**src/rtl/port_uart_tx_if.sv**
```systemverilog
// Port-side bus between byter's decoded OUT/IN port logic and the UART transmit stage.
// The master drives the write strobe and data; the slave returns the pollable status.
interface port_uart_tx_if;
  logic       wr_en;
  logic [7:0] wr_data;
  logic       clr_ovf;
  logic [7:0] status;
  logic       busy;
  logic       full;
  logic       empty;

  modport master (
    output wr_en, wr_data, clr_ovf,
    input  status, busy, full, empty
  );

  modport slave (
    input  wr_en, wr_data, clr_ovf,
    output status, busy, full, empty
  );
endinterface

```
**src/rtl/port_uart_tx.sv**
```systemverilog
// Byte FIFO feeding an 8N1 serial transmitter.
// Frames run back to back whenever the FIFO still holds data at the end of a stop bit.
module port_uart_tx #(
  parameter int CLKS_PER_BIT = 16,
  parameter int FIFO_DEPTH   = 4
) (
  input  logic          clk,
  input  logic          reset,
  port_uart_tx_if.slave bus,
  output logic          tx
);
  localparam int PW = $clog2(FIFO_DEPTH);
  localparam int CW = PW + 1;
  localparam int BW = $clog2(CLKS_PER_BIT);
  localparam logic [BW-1:0] BAUD_LAST = BW'(CLKS_PER_BIT - 1);
  localparam logic [CW-1:0] DEPTH_C   = CW'(FIFO_DEPTH);

  typedef enum logic [1:0] {IDLE, START, DATA, STOP} state_t;

  state_t        state;
  logic [7:0]    mem [FIFO_DEPTH];
  logic [PW-1:0] wr_ptr;
  logic [PW-1:0] rd_ptr;
  logic [CW-1:0] count;
  logic          overflow;
  logic [7:0]    shift;
  logic [BW-1:0] baud;
  logic [2:0]    bit_idx;

  logic full;
  logic empty;
  logic baud_tc;
  logic pop;
  logic push;
  logic drop;

  assign full    = (count == DEPTH_C);
  assign empty   = (count == '0);
  assign baud_tc = (baud == BAUD_LAST);
  assign pop     = !empty && ((state == IDLE) || ((state == STOP) && baud_tc));
  // A pop in the same cycle frees a slot, so a write to a full FIFO is still accepted.
  assign push    = bus.wr_en && (!full || pop);
  assign drop    = bus.wr_en && full && !pop;

  assign bus.full   = full;
  assign bus.empty  = empty;
  assign bus.busy   = (state != IDLE) || !empty;
  assign bus.status = {5'b0, overflow, full, bus.busy};

  always_ff @(posedge clk) begin
    if (push) begin
      mem[wr_ptr] <= bus.wr_data;
    end
  end

  always_ff @(posedge clk or negedge reset) begin
    if (!reset) begin
      wr_ptr   <= '0;
      rd_ptr   <= '0;
      count    <= '0;
      overflow <= 1'b0;
    end else begin
      if (push) begin
        wr_ptr <= wr_ptr + PW'(1);
      end
      if (pop) begin
        rd_ptr <= rd_ptr + PW'(1);
      end
      if (push && !pop) begin
        count <= count + CW'(1);
      end else if (pop && !push) begin
        count <= count - CW'(1);
      end
      // A new overflow takes priority over a clear in the same cycle.
      if (drop) begin
        overflow <= 1'b1;
      end else if (bus.clr_ovf) begin
        overflow <= 1'b0;
      end
    end
  end

  always_ff @(posedge clk or negedge reset) begin
    if (!reset) begin
      state   <= IDLE;
      tx      <= 1'b1;
      shift   <= '0;
      baud    <= '0;
      bit_idx <= '0;
    end else begin
      if (state != IDLE) begin
        baud <= baud_tc ? '0 : baud + BW'(1);
      end
      case (state)
        IDLE: begin
          baud    <= '0;
          bit_idx <= '0;
          tx      <= 1'b1;
          if (pop) begin
            shift <= mem[rd_ptr];
            state <= START;
            tx    <= 1'b0;
          end
        end
        START: begin
          if (baud_tc) begin
            state <= DATA;
            tx    <= shift[0];
          end
        end
        DATA: begin
          if (baud_tc) begin
            shift <= shift >> 1;
            if (bit_idx == 3'd7) begin
              bit_idx <= '0;
              state   <= STOP;
              tx      <= 1'b1;
            end else begin
              bit_idx <= bit_idx + 3'd1;
              tx      <= shift[1];
            end
          end
        end
        STOP: begin
          if (baud_tc) begin
            if (pop) begin
              shift <= mem[rd_ptr];
              state <= START;
              tx    <= 1'b0;
            end else begin
              state <= IDLE;
              tx    <= 1'b1;
            end
          end
        end
        default: begin
          state <= IDLE;
          tx    <= 1'b1;
        end
      endcase
    end
  end
endmodule
```
**src/flat_wrapper.sv**
```systemverilog
// flat-port wrapper written by rule: the top's interface ports become plain ports
module port_uart_tx_flat 
#(
  parameter int CLKS_PER_BIT = 16,
  parameter int FIFO_DEPTH   = 4
)
  (clk, reset, tx, bus_wr_en, bus_wr_data, bus_clr_ovf, bus_status, bus_busy, bus_full, bus_empty);
  port_uart_tx_if bus_i ();
  input  logic clk;
  input  logic reset;
  output logic tx;
  input wire logic [$bits(bus_i.wr_en)-1:0] bus_wr_en;
  input wire logic [$bits(bus_i.wr_data)-1:0] bus_wr_data;
  input wire logic [$bits(bus_i.clr_ovf)-1:0] bus_clr_ovf;
  output wire logic [$bits(bus_i.status)-1:0] bus_status;
  output wire logic [$bits(bus_i.busy)-1:0] bus_busy;
  output wire logic [$bits(bus_i.full)-1:0] bus_full;
  output wire logic [$bits(bus_i.empty)-1:0] bus_empty;
  assign bus_i.wr_en = bus_wr_en;
  assign bus_i.wr_data = bus_wr_data;
  assign bus_i.clr_ovf = bus_clr_ovf;
  assign bus_status = bus_i.status;
  assign bus_busy = bus_i.busy;
  assign bus_full = bus_i.full;
  assign bus_empty = bus_i.empty;
  port_uart_tx #(.CLKS_PER_BIT(CLKS_PER_BIT), .FIFO_DEPTH(FIFO_DEPTH)) u_core (.clk(clk), .reset(reset), .bus(bus_i), .tx(tx));
endmodule
```
**config.mk**
```make
export PLATFORM = sky130hd
export DESIGN_NAME = port_uart_tx_flat
export DESIGN_NICKNAME = d
export VERILOG_FILES = /design/src/rtl/port_uart_tx_if.sv /design/src/rtl/port_uart_tx.sv /design/src/flat_wrapper.sv
export SDC_FILE = /design/constraint.sdc
export NUM_CORES = 1
export LEC_CHECK = 0
export BUFFER_PORTS_ARGS = -buffer_cell sky130_fd_sc_hd__clkbuf_2
export CORE_ASPECT_RATIO = 1.1
export CORE_MARGIN = 3
export CORE_UTILIZATION = 28
export DETAILED_ROUTE_END_ITERATION = 12
export GPL_TIMING_DRIVEN = 0
export PLACE_DENSITY_LB_ADDON = 0.12
export SKIP_CTS_REPAIR_TIMING = 1
export SYNTH_ARGS = -nofsm -noshare
export SYNTH_HDL_FRONTEND = slang
export SYNTH_SLANG_ARGS = --single-unit
```
**constraint.sdc**
```tcl
create_clock -name clk -period 2.4 [get_ports clk]
set_clock_uncertainty 0.05 [all_clocks]
set_input_delay 0.24 -clock clk [delete_from_list [all_inputs] [get_ports clk]]
set_output_delay 0.24 -clock clk [all_outputs]
set_load 0.01 [all_outputs]
```
# Yosys cells after proc, flatten, opt, wreduce, memory -nomap -nowiden
# Memory sizes are Yosys's and may differ from the RTL's.
# Cells that the tools add are included.
[word_totals] reg_bits=26 ram_bits=32 input_bits=12 out_inout_bits=12 n_memories=1
[mem_list] memory="u_core.mem" words=4 width=8 rd=1 rd_ports_with_merged_regs=0 wr=1 line="port_uart_tx.sv:21" rtl="logic [7:0] mem [FIFO_DEPTH];"
[op_classes] n_addsub=6 eq_ne=11 mux=29 reduce_logical=26
[op_table] op="8-bit 2-to-1 mux" count=3
[op_table] op="8-bit one-hot mux with 3 select lines" count=1
[op_table] op="3-bit 2-to-1 mux" count=4
[op_table] op="4-bit 2-to-1 mux" count=3
[op_table] op="1-bit 2-to-1 mux" count=10
[op_table] op="2-bit 2-to-1 mux" count=5
[op_table] op="2-bit by 1-bit != test with 1-bit output (second input constant)" count=5
[op_table] op="2-bit nonzero test" count=5
[op_table] op="2-bit one-hot mux with 4 select lines" count=1
[op_table] op="1-bit logical AND" count=7
[op_table] op="3-bit by 1-bit adder with 3-bit output (second input constant)" count=2
[op_table] op="3-bit equality test (second input constant)" count=2
[op_table] op="3-bit one-hot mux with 2 select lines" count=1
[op_table] op="3-bit AND reduction" count=2
[op_table] op="5-bit AND reduction" count=1
[op_table] op="2-bit by 1-bit adder with 2-bit output (second input constant)" count=2
[op_table] op="4-bit by 1-bit adder with 4-bit output (second input constant)" count=1
[op_table] op="2-bit equality test (second input constant)" count=2
[op_table] op="4-bit equality test (second input constant)" count=1
[op_table] op="1-bit logical NOT" count=4
[op_table] op="1-bit one-hot mux with 4 select lines" count=1
[op_table] op="3-bit logical NOT" count=1
[op_table] op="1-bit logical OR" count=3
[op_table] op="3-bit nonzero test" count=1
[op_table] op="other kinds (4)" count=4

# Longest topological paths before layout
# Gate-level depths: netlist of run 1.
[logic_depth] depth_word=10 depth_mapped=12 depth_no_buf=11

# Least setup slack after synthesis of run 1
# No wires, ideal clock.
[synth_path] path_type="reg-to-reg" from="register u_core.state[0]" to="register u_core.count[1]" arrival_time_ns=2.344 t_required_ns=2.225 slack_ns=-0.119 path_stages_with_launch=11 path_buffers=1 path_cell_list="dfrtp_1 inv_1 ha_1 buf_2 a41oi_1 nand2_1 and2_0 ha_1 inv_1 fa_1 mux2_2"
[synth_via] elab_chain_len=9
[synth_lines] element="start, declared" line="port_uart_tx.sv:20" rtl="state_t state;"
[synth_lines] element="start signal, assigned" line="port_uart_tx.sv:85" rtl="state <= IDLE;"
[synth_lines] element="start signal, assigned" line="port_uart_tx.sv:101" rtl="state <= START;"
[synth_lines] element="start signal, assigned" line="port_uart_tx.sv:107" rtl="state <= DATA;"
[synth_lines] element="2-bit equality test" line="port_uart_tx.sv:40" rtl="assign pop = !empty && ((state == IDLE) || ((state == STOP) && baud_tc));"
[synth_lines] element="1-bit logical AND" line="port_uart_tx.sv:40"
[synth_lines] element="1-bit logical OR *" line="port_uart_tx.sv:40"
[synth_lines] element="1-bit logical AND *" line="port_uart_tx.sv:40"
[synth_lines] element="1-bit logical OR *" line="port_uart_tx.sv:42" rtl="assign push = bus.wr_en && (!full || pop);"
[synth_lines] element="1-bit logical AND *" line="port_uart_tx.sv:42"
[synth_lines] element="named net u_core.push" line="port_uart_tx.sv:34" rtl="logic push;"
[synth_lines] element="1-bit logical NOT" line="port_uart_tx.sv:71" rtl="end else if (pop && !push) begin"
[synth_lines] element="1-bit logical AND" line="port_uart_tx.sv:71"
[synth_lines] element="2-bit nonzero test (no source line)"
[synth_lines] element="end signal, assigned" line="port_uart_tx.sv:70" rtl="count <= count + CW'(1);"
[synth_lines] element="end signal, assigned" line="port_uart_tx.sv:72" rtl="count <= count - CW'(1);"
[synth_lines] element="end, declared" line="port_uart_tx.sv:24" rtl="logic [CW-1:0] count;"
# Mark *: on every way through the listed nets, which the timed path passes. The rest lies on a longest branch.
# A chain may end at the register's enable or synchronous reset.

# Final worst setup path of run 1
# Ends and elaborated chain as after synthesis.

==> out/results.txt, run 1 <==
YS warnings: 0
ANT cells: 0
IO Pins: 24
ratio of cells with drive above 1 in the final layout: 44.7%
Initial Util: 29.6%
M1 GR Usage: 12.3%
H-tree levels: 3
fmax: 0.420 GHz
GP Congestion: 0.691
overall global routing resource usage: 9.79%
worst skew pair latency: 0.33 ns
DRC: 0
DRT Pass-1 Iters: 4
CP peak stage delay: 0.40 ns
Distinct cells, synth: 38
Power Dens Cells: 842 nW/µm²
Post-Syn Area: 2700 µm²
CTS sink count: 58
Final Critical Period: 2.38 ns
Seq cells post-synth: 58
Mapped Cells: 176
CP Launch Type: flip-flop
CP max FO: 4
Post-synth EDFFs: 32
commonest non-fill, non-tap cell in the layout: edfxtp_1
crit share post-route: 99.2%
via count: 1,520
Max Slew Vio Count: 0
path type of the worst min-delay path: in2reg
core area: 9100 µm²
Routed Antenna Nets: 0
wire per inst: 14.2 µm
Buf/Inv on CP: 3
WL final: 4.84 mm
top_reg_cell synth: edfxtp_1
DP HPWL: 3.25 mm
Placed Instances: 312
port bufs: 18
DR vias/cell: 4.47
async set-reset flop share out of synthesis: 44.8%
Iteration-0 DRC Markers: 46
initial antenna violation count: 0
Worst Path Required: 2.56 ns
register area: 1610 µm²
Arrival @ worst endpoint: 2.54 ns
vias in the first global route: 1,546
CTS tree: yes
CP top delay family: adder cells
Die ar.: 10,800 µm²
worst path cell trace: inv_2 -> ha_4 -> buf_6 -> a41oi_4 -> nand2_2 -> and2_4 -> ha_4 -> inv_2 -> fa_2 -> mux2_4
leakage power: 1.38 nW
GRT busiest layer: met2
minimum hold slack: 0.0475 ns
Max-slew headroom: 54.5%
nets@finish: 247
Die W: 99.6 µm
total CTS buffers: 9
fin cells: 340
filler cell count: 894
Slew @ Worst Pin: 0.682 ns
Worst-path clk slew: 0.07 ns
met3 capacity usage during global routing: 2.37%
outcome: completed
Critical Path Slowest Stage Cell: dfrtp_1
Hold Vio Cnt, Final: 0
crit path kind: reg2reg
die height: 109 µm
commonest non-fill, non-tap cells in the layout: 32 x edfxtp_1, 24 x dfrtp_1, 18 x mux2_2, 18 x buf_4, 18 x clkbuf_2
routing usage on met2: 15.4%
global-route wire length before repair: 7.98 mm
Max Cap Viol: 0
Seq/Total Area, Yosys: 59.8%
unrepaired setup endpoints after global routing: yes
Avg Cell Area, Syn: 15.3 µm²
Setup crit end kind: flip-flop
FP Rows: 36
CTS root buf: clkbuf_8
Post-Route Utilization: 37.0%
footprint of the multi-input gates: 1060 µm²
pin count of the biggest net entering global routing: 27
Remaining Overflow, GRT: 0
clock buffer depth: 2
final setup vio count: 0
Area Overhead vs Synth: 24.9%
maximum vdd ir drop: 0.301 mV
==> state kept, by name (all words and copies together), names as in the netlist <==
| signal | count |
|---|---|
| u_core.mem | 32 |
| u_core.shift | 8 |
| u_core.baud | 4 |
| u_core.bit_idx | 3 |
| u_core.count | 3 |
| u_core.rd_ptr | 2 |
| u_core.state | 2 |
| u_core.wr_ptr | 2 |
| u_core.overflow | 1 |
| u_core.tx | 1 |
==> routing by layer <==
metal,wire (µm),share of wire [%]
met1,2190,45
met2,2380,49
met3,176,3.6
met4,88,1.8
met5,0,0
==> final timing paths <==
check	start	to	slack, ns	cells after the start
worst max-delay path	u_core.state[0]	u_core.count[1]	0.02	10
worst min-delay path	bus_clr_ovf	u_core.overflow	0.05	2
worst max register to register	u_core.state[0]	u_core.count[1]	0.02	10
worst min register to register	u_core.count[2]	u_core.count[2]	0.44	1
max in group asynchronous	reset	u_core.state[1]	1.39	2
min in group asynchronous	reset	u_core.baud[0]	0.43	2
==> per-stage QoR <==
step	TNS [ns]	instance area (µm²)	power [W]	setup WS, ns
after floorplan	0	2720	0.00160	0.00491
after global placement	-0.620	2950	0.00174	-0.321
after detailed placement	-0.647	2950	0.00175	-0.331
after CTS	-0.648	3190	0.00284	-0.325
after global routing	-0.145	3370	0.00301	-0.0831
final	0	3370	0.00284	0.0191
==> Yosys cell counts, drive strengths merged (2+ instances only) <==
cell,count,area [µm²]
nand2,6,22.5
nor2,4,15.0
dfrtp,25,626
nand2b,2,12.5
and3,4,25.0
mux4,8,180
a31oi,2,12.5
o21ai,3,15.0
mux2,20,225
xnor2,5,43.8
clkbuf,2,7.51
a21oi,3,15.0
a22o,2,17.5
nor3,2,10.0
edfxtp,32,961
xor2,2,17.5
nor2b,3,18.8
ha,13,163
buf,11,81.3
nor3b,2,15.0
inv,8,30.0
nand3,2,10.0
or3,2,12.5
==> report_power, final <==
part / leakage (nW) / switching (W) / internal, W
Clock: 0.114 / 0.000381 / 0.000689
Combinational: 0.654 / 0.000240 / 0.000228
Sequential: 0.612 / 0.0000718 / 0.00123
==> kinds of logic after synthesis <==
kind of cell / share of synthesized area (%)
AOI/OAI and AO/OA: 5.20
xor gates and xnor gates: 2.27
adders and majority gates: 6.78
buffers and inverters: 4.41
DFF: 59.8
muxes: 15.4
other: 0.139
and+or+nand+nor: 5.99
==> area by class of cell <==
type                            instances  area share (%)
Clock buffer                           11            3.90
Multi-Input combinational cell        101            31.4
Buffer                                 13            2.82
Timing Repair Buffer                   30            5.80
Clock inverter                          5            3.05
Sequential cell                        58            47.9
Inverter                                8           0.892
Tap cell                              114            4.24
(Power assumes the default switching activity.)
==> run 2, diff against run 1 <==
--- a/config.mk
+++ b/config.mk
@@ -10,7 +10,7 @@
 export CORE_MARGIN = 3
 export CORE_UTILIZATION = 28
 export DETAILED_ROUTE_END_ITERATION = 12
-export GPL_TIMING_DRIVEN = 0
+export GPL_TIMING_DRIVEN = 1
 export PLACE_DENSITY_LB_ADDON = 0.12
 export SKIP_CTS_REPAIR_TIMING = 1
 export SYNTH_ARGS = -nofsm -noshare
==> constraint.sdc (replaced) <==
create_clock -name clk -period 2.8 [get_ports clk]
set_clock_uncertainty 0.05 [all_clocks]
set_input_delay 0.28 -clock clk [delete_from_list [all_inputs] [get_ports clk]]
set_output_delay 0.28 -clock clk [all_outputs]
set_load 0.01 [all_outputs]
==> run 2 against run 1 <==
Non-clock buffer count fell by 18. Sequential share of layout area grew 3.2 points. Core utilization is 2.4 points lower. Design area down 6.4%. Die area did not move. Final cell count decreased by 5.3%. Critical path depth unchanged. Combinational power fell by 24%. Sequential power is 15% lower. Hold slack improved by 0.039 ns. Critical endpoint is now u_core.count[2].
==> out/results.txt, run 2 (same netlist as run 1, synthesis figures left out) <==
initial antenna violation count: 0 (unchanged)
Setup TNS Final: 0 ns (unchanged)
Setup crit end kind: flip-flop (unchanged)
worst skew pair latency: 0.33 ns (about the same)
WL final: 4.96 mm (was 4.84 mm)
Critical Path Slowest Stage Cell: fa_1 (was dfrtp_1)
port bufs: 18 (unchanged)
Arrival @ worst endpoint: 2.75 ns (was 2.54 ns)
fmax: 0.392 GHz (was 0.420 GHz)
Die W: 99.6 µm (unchanged)
outcome: completed (unchanged)
Die ar.: 10,800 µm² (unchanged)
DRT Pass-1 Iters: 4 (unchanged)
Placed Instances: 305 (was 312)
Area Overhead vs Synth: 16.9% (was 24.9%)
total CTS buffers: 9 (unchanged)
Largest register FFs: 32 (unchanged)
Iteration-0 DRC Markers: 33 (was 46)
Max Cap Viol: 0 (unchanged)
Sw Share: 24.7% (was 24.4%)
Max Slew Vio Count: 0 (unchanged)
Worst Path Required: 3.00 ns (was 2.56 ns)
Hold Path End: u_core.overflow (unchanged)
GP Congestion: 0.657 (was 0.691)
ratio of cells with drive above 1 in the final layout: 33.7% (was 44.7%)
Routed Antenna Nets: 0 (unchanged)
CTS tree: yes (unchanged)
die height: 109 µm (unchanged)
FP Rows: 36 (unchanged)
Post-Place Worst Slack: 0.112 ns (was -0.331 ns)
Final Critical Period: 2.55 ns (was 2.38 ns)
commonest non-fill, non-tap cell in the layout: edfxtp_1 (unchanged)
CP peak stage delay: 0.42 ns (was 0.40 ns)
power share of the combinational group: 14.9% (was 16.5%)
overall global routing resource usage: 10.2% (was 9.79%)
Worst-path clk slew: 0.06 ns (was 0.07 ns)
Max-slew headroom: 54.9% (was 54.5%)
Clk network pwr share: 38.6% (was 37.7%)
global-route wire length before repair: 8.05 mm (was 7.98 mm)
CP max FO: 5 (was 4)
Remaining Overflow, GRT: 0 (unchanged)
IO Pins: 24 (unchanged)
commonest non-fill, non-tap cells in the layout: 32 x edfxtp_1, 25 x dfrtp_1, 20 x mux2_2, 18 x clkbuf_2, 13 x ha_1 (was 32 x edfxtp_1, 24 x dfrtp_1, 18 x mux2_2, 18 x buf_4, 18 x clkbuf_2)
Hold Path Depth: 2 (unchanged)
clock buffer depth: 2 (unchanged)
minimum hold slack: 0.0869 ns (was 0.0475 ns)
DR vias/cell: 4.47 (about the same)
wire per inst: 15.4 µm (was 14.2 µm)
CTS sink count: 58 (unchanged)
path type of the worst min-delay path: in2reg (unchanged)
final setup vio count: 0 (unchanged)
crit share post-route: 91.1% (was 99.2%)
worst r2r dst: u_core.count[2] (was u_core.count[1])
reg2reg setup slack: 0.25 ns (was 0.02 ns)
filler cell count: 891 (was 894)
beginning of the worst hold path: bus_clr_ovf (unchanged)
CP Launch Type: flip-flop (unchanged)
DP HPWL: 3.41 mm (was 3.25 mm)
vias in the first global route: 1,559 (was 1,546)
reg2reg start: u_core.state[1] (was u_core.state[0])
final worst slack: 0.250 ns (was 0.0191 ns)
maximum vdd ir drop: 0.346 mV (was 0.301 mV)
crit path kind: reg2reg (unchanged)
Worst Reg-to-Reg Cells: 10 (unchanged)
ANT cells: 0 (unchanged)
unrepaired setup endpoints after global routing: no (was yes)
via count: 1,440 (was 1,520)
fin cells: 322 (was 340)
biggest registers after layout: u_core.mem x32, u_core.shift x8, u_core.baud x4 (unchanged)
Initial Util: 29.6% (unchanged)
leakage power: 1.29 nW (was 1.38 nW)
CTS root buf: clkbuf_8 (unchanged)
Power Dens Cells: 755 nW/µm² (was 842 nW/µm²)
sw power: 0.000589 W (was 0.000693 W)
sequential share of power: 46.6% (was 45.8%)
DRC: 0 (unchanged)
H-tree levels: 3 (unchanged)
Largest Register: u_core.mem (unchanged)
worst path cell trace: ha_1 -> a41oi_2 -> nand2_1 -> and2_0 -> ha_1 -> inv_1 -> fa_1 -> xor2_1 -> nor2_1 -> xor2_1 (was inv_2 -> ha_4 -> buf_6 -> a41oi_4 -> nand2_2 -> and2_4 -> ha_4 -> inv_2 -> fa_2 -> mux2_4)
pin count of the biggest net entering global routing: 27 (unchanged)
core area: 9100 µm² (unchanged)
nets@finish: 229 (was 247)
internal power: 0.00179 W (was 0.00214 W)
Hold Vio Cnt, Final: 0 (unchanged)
Slew @ Worst Pin: 0.676 ns (was 0.682 ns)
[run 2: worst max path at each step]
stage	startpoint	to	slack, ns
floorplan	u_core.state[0]	u_core.count[1]	0.28
global placement	u_core.baud[0]	u_core.count[1]	0.23
detailed placement	u_core.state[1]	u_core.count[1]	0.11
CTS	u_core.state[1]	u_core.count[1]	0.12
global route	u_core.state[1]	u_core.count[2]	0.05
finish	u_core.state[1]	u_core.count[2]	0.25
[run 2: final cells by class]
| cell class | instances | area [µm²] | area share (%) |
|---|---|---|---|
| multi-input combinational | 101 | 987 | 31.3 |
| timing repair buffer | 25 | 145 | 4.60 |
| clock inverter | 6 | 106 | 3.37 |
| sequential | 58 | 1610 | 51.2 |
| clock buffer | 10 | 128 | 4.05 |
| inverter | 8 | 30.0 | 0.953 |
| tap | 114 | 143 | 4.53 |
[run 2: critical path, delay by kind of cell, from the launching register on]
kind	cells	cell delay, ns
buffers and inverters	1	0.06
and+or+nand+nor	3	0.52
adders and majority gates	3	0.92
xor gates and xnor gates	2	0.30
DFF	1	0.41
AOI/OAI and AO/OA	1	0.21
[run 2: through the flow]
step | instance area [µm²] | util, % | power (W)
final | 3150 | 34.6 | 0.00238
after global routing | 3150 | 34.6 | 0.00252
after CTS | 3130 | 34.4 | 0.00243
after detailed placement | 2900 | 31.9 | 0.00149
after global placement | 2900 | 31.9 | 0.00147
after floorplan | 2710 | - | 0.00136
[run 2: power groups by stage]
stage               Combinational [W]  Clock, W  Sequential (W)
floorplan                    0.000254         0         0.00111
global placement             0.000350         0         0.00112
detailed placement           0.000364         0         0.00113
CTS                          0.000362  0.000952         0.00111
global route                 0.000401  0.000996         0.00112
finish                       0.000354  0.000919         0.00111
[run 2: per-layer routing]
layer  routed length (µm)  vias to the layer above  GRT usage (%)
met2                 2560                       25           16.6
met4                   56                        0           4.29
met5                    0                        -              0
li1                     -                      694              -
met1                 2160                      717           11.7
met3                  172                        4           4.41
==> run 3, diff against run 2 <==
--- a/config.mk
+++ b/config.mk
@@ -12,6 +12,7 @@
 export DETAILED_ROUTE_END_ITERATION = 12
 export GPL_TIMING_DRIVEN = 1
 export PLACE_DENSITY_LB_ADDON = 0.12
+export SETUP_SLACK_MARGIN = 0.5
 export SKIP_CTS_REPAIR_TIMING = 1
 export SYNTH_ARGS = -nofsm -noshare
 export SYNTH_HDL_FRONTEND = slang
==> run 3 against run 2 <==
Hold slack got worse by 0.0077 ns. Wire length down 2.2%. Critical endpoint is now u_core.state[0]. Power increased by 7.0%. Design area rose by 3.9%. Sequential share of layout area decreased by 1.8 points. Clock-buffer cell count is 1 higher. Core utilization rose by 1.4 points. Via count grew 1.7%. Setup slack better by 0.31 ns. Critical path depth fell by 4. First-iteration DRC count rose by 82%. Largest power group unchanged.
==> out/results.txt, run 3 (same netlist as run 1, synthesis figures left out) <==
final setup vio count: 0 (unchanged)
CTS tree: yes (unchanged)
DP HPWL: 3.40 mm (was 3.41 mm)
WL final: 4.85 mm (was 4.96 mm)
worst path cell trace: inv_2 -> ha_1 -> or3_1 -> a221o_1 -> a2111oi_2 -> a21oi_1 (was ha_1 -> a41oi_2 -> nand2_1 -> and2_0 -> ha_1 -> inv_1 -> fa_1 -> xor2_1 -> nor2_1 -> xor2_1)
CP top delay family: compound AO/OA/AOI/OAI gates (was adder cells)
Remaining Overflow, GRT: 0 (unchanged)
Hold Vio Cnt, Final: 0 (unchanged)
Area Overhead vs Synth: 21.5% (was 16.9%)
CP Launch Type: flip-flop (unchanged)
DR vias/cell: 4.55 (was 4.47)
Final Critical Period: 2.24 ns (was 2.55 ns)
CTS sink count: 58 (unchanged)
biggest registers after layout: u_core.mem x32, u_core.shift x8, u_core.baud x4 (unchanged)
ANT cells: 0 (unchanged)
Max-slew headroom: 55.7% (was 54.9%)
Post-Place Worst Slack: 0.236 ns (was 0.112 ns)
Arrival @ worst endpoint: 2.39 ns (was 2.75 ns)
vias in the first global route: 1,594 (was 1,559)
port bufs: 18 (unchanged)
initial antenna violation count: 0 (unchanged)
DRC: 0 (unchanged)
path type of the worst min-delay path: in2reg (unchanged)
CTS root buf: clkbuf_8 (unchanged)
wire per inst: 15.0 µm (was 15.4 µm)
minimum hold slack: 0.0792 ns (was 0.0869 ns)
Iteration-0 DRC Markers: 60 (was 33)
Slew @ Worst Pin: 0.664 ns (was 0.676 ns)
crit share post-route: 80.0% (was 91.1%)
Initial Util: 29.6% (unchanged)
leakage power: 1.31 nW (was 1.29 nW)
Max Cap Viol: 0 (unchanged)
Largest Register: u_core.mem (unchanged)
maximum vdd ir drop: 0.292 mV (was 0.346 mV)
worst skew pair latency: 0.33 ns (about the same)
fmax: 0.447 GHz (was 0.392 GHz)
crit path kind: reg2reg (unchanged)
Die W: 99.6 µm (unchanged)
total CTS buffers: 9 (unchanged)
CP peak stage delay: 0.41 ns (was 0.42 ns)
Worst Path Required: 2.95 ns (was 3.00 ns)
DRT Pass-1 Iters: 4 (unchanged)
commonest non-fill, non-tap cells in the layout: 32 x edfxtp_1, 22 x dfrtp_1, 20 x mux2_2, 18 x clkbuf_2, 11 x clkbuf_8 (was 32 x edfxtp_1, 25 x dfrtp_1, 20 x mux2_2, 18 x clkbuf_2, 13 x ha_1)
outcome: completed (unchanged)
Worst-path clk slew: 0.07 ns (was 0.06 ns)
core area: 9100 µm² (unchanged)
H-tree levels: 3 (unchanged)
pin count of the biggest net entering global routing: 27 (unchanged)
ratio of cells with drive above 1 in the final layout: 41.8% (was 33.7%)
die height: 109 µm (unchanged)
overall global routing resource usage: 9.91% (was 10.2%)
Largest register FFs: 32 (unchanged)
clock buffer depth: 2 (unchanged)
Setup crit end kind: flip-flop (unchanged)
Setup TNS Final: 0 ns (unchanged)
Power Dens Cells: 777 nW/µm² (was 755 nW/µm²)
FP Rows: 36 (unchanged)
Die ar.: 10,800 µm² (unchanged)
Placed Instances: 301 (was 305)
final worst slack: 0.561 ns (was 0.250 ns)
global-route wire length before repair: 8.09 mm (was 8.05 mm)
fin cells: 322 (unchanged)
unrepaired setup endpoints after global routing: yes (was no)
nets@finish: 229 (unchanged)
Routed Antenna Nets: 0 (unchanged)
via count: 1,465 (was 1,440)
IO Pins: 24 (unchanged)
commonest non-fill, non-tap cell in the layout: edfxtp_1 (unchanged)
Buf/Inv on CP: 1 (unchanged)
CP max FO: 9 (was 5)
GP Congestion: 0.704 (was 0.657)
Max Slew Vio Count: 0 (unchanged)
Critical Path Slowest Stage Cell: dfrtp_2 (was fa_1)
run 3: changes by cell type in the layout (fill, tap and decap cells not counted), sizes merged:
cell / delta
bufinv: +1
clkbuf: +1
clkinv: -1
clkinvlp: -1
run 3: final timing paths:
| kind | start | endpoint | slack [ns] | cells after the start |
|---|---|---|---|---|
| worst max-delay path | u_core.state[0] | u_core.state[0] | 0.56 | 6 |
| worst min-delay path | bus_clr_ovf | u_core.overflow | 0.08 | 2 |
| worst max register to register | u_core.state[0] | u_core.state[0] | 0.56 | 6 |
| worst min register to register | u_core.count[2] | u_core.count[2] | 0.44 | 1 |
| max in group asynchronous | reset | u_core.state[1] | 1.76 | 2 |
| min in group asynchronous | reset | u_core.rd_ptr[1] | 0.47 | 2 |
run 3: area by class of cell:
type | count | area [µm²]
fillers | 873 | 5820
flip-flops and latches | 58 | 1620
multi-input cells | 101 | 1070
clock buffers | 11 | 151
repair buffers | 25 | 145
well taps | 114 | 143
clock inverters | 5 | 124
inverters | 8 | 30.0
run 3: power breakdown:
part	switching, W	total (W)	internal [W]	leakage (nW)
registers	0.0000578	0.00111	0.00105	0.608
logic	0.000211	0.000385	0.000174	0.564
clock network	0.000325	0.00105	0.000727	0.137
total	0.000594	0.00255	0.00195	1.31
run 3: worst reg2reg max path, stage by stage (launching register included):
cell	delay [ns]
dfrtp_2	0.41
inv_2	0.09
ha_1	0.32
or3_1	0.41
a221o_1	0.40
a2111oi_2	0.36
a21oi_1	0.08
run 3: metal layers:
layer	wire length [µm]	vias to the layer above	GRT usage [%]	share of wire, %
met3	183	10	2.62	3.8
li1	-	690	-	-
met5	0	-	0	0
met1	2110	741	11.8	43
met4	114	0	5.27	2.4
met2	2440	24	16.4	50
run 3: stage by stage:
stage	area (µm²)	utilization [%]	power (W)
after floorplan	2730	-	0.00137
after global placement	2880	31.7	0.00147
after detailed placement	2880	31.7	0.00149
after CTS	3160	34.7	0.00256
after global routing	3280	36.0	0.00268
final	3280	36.0	0.00255
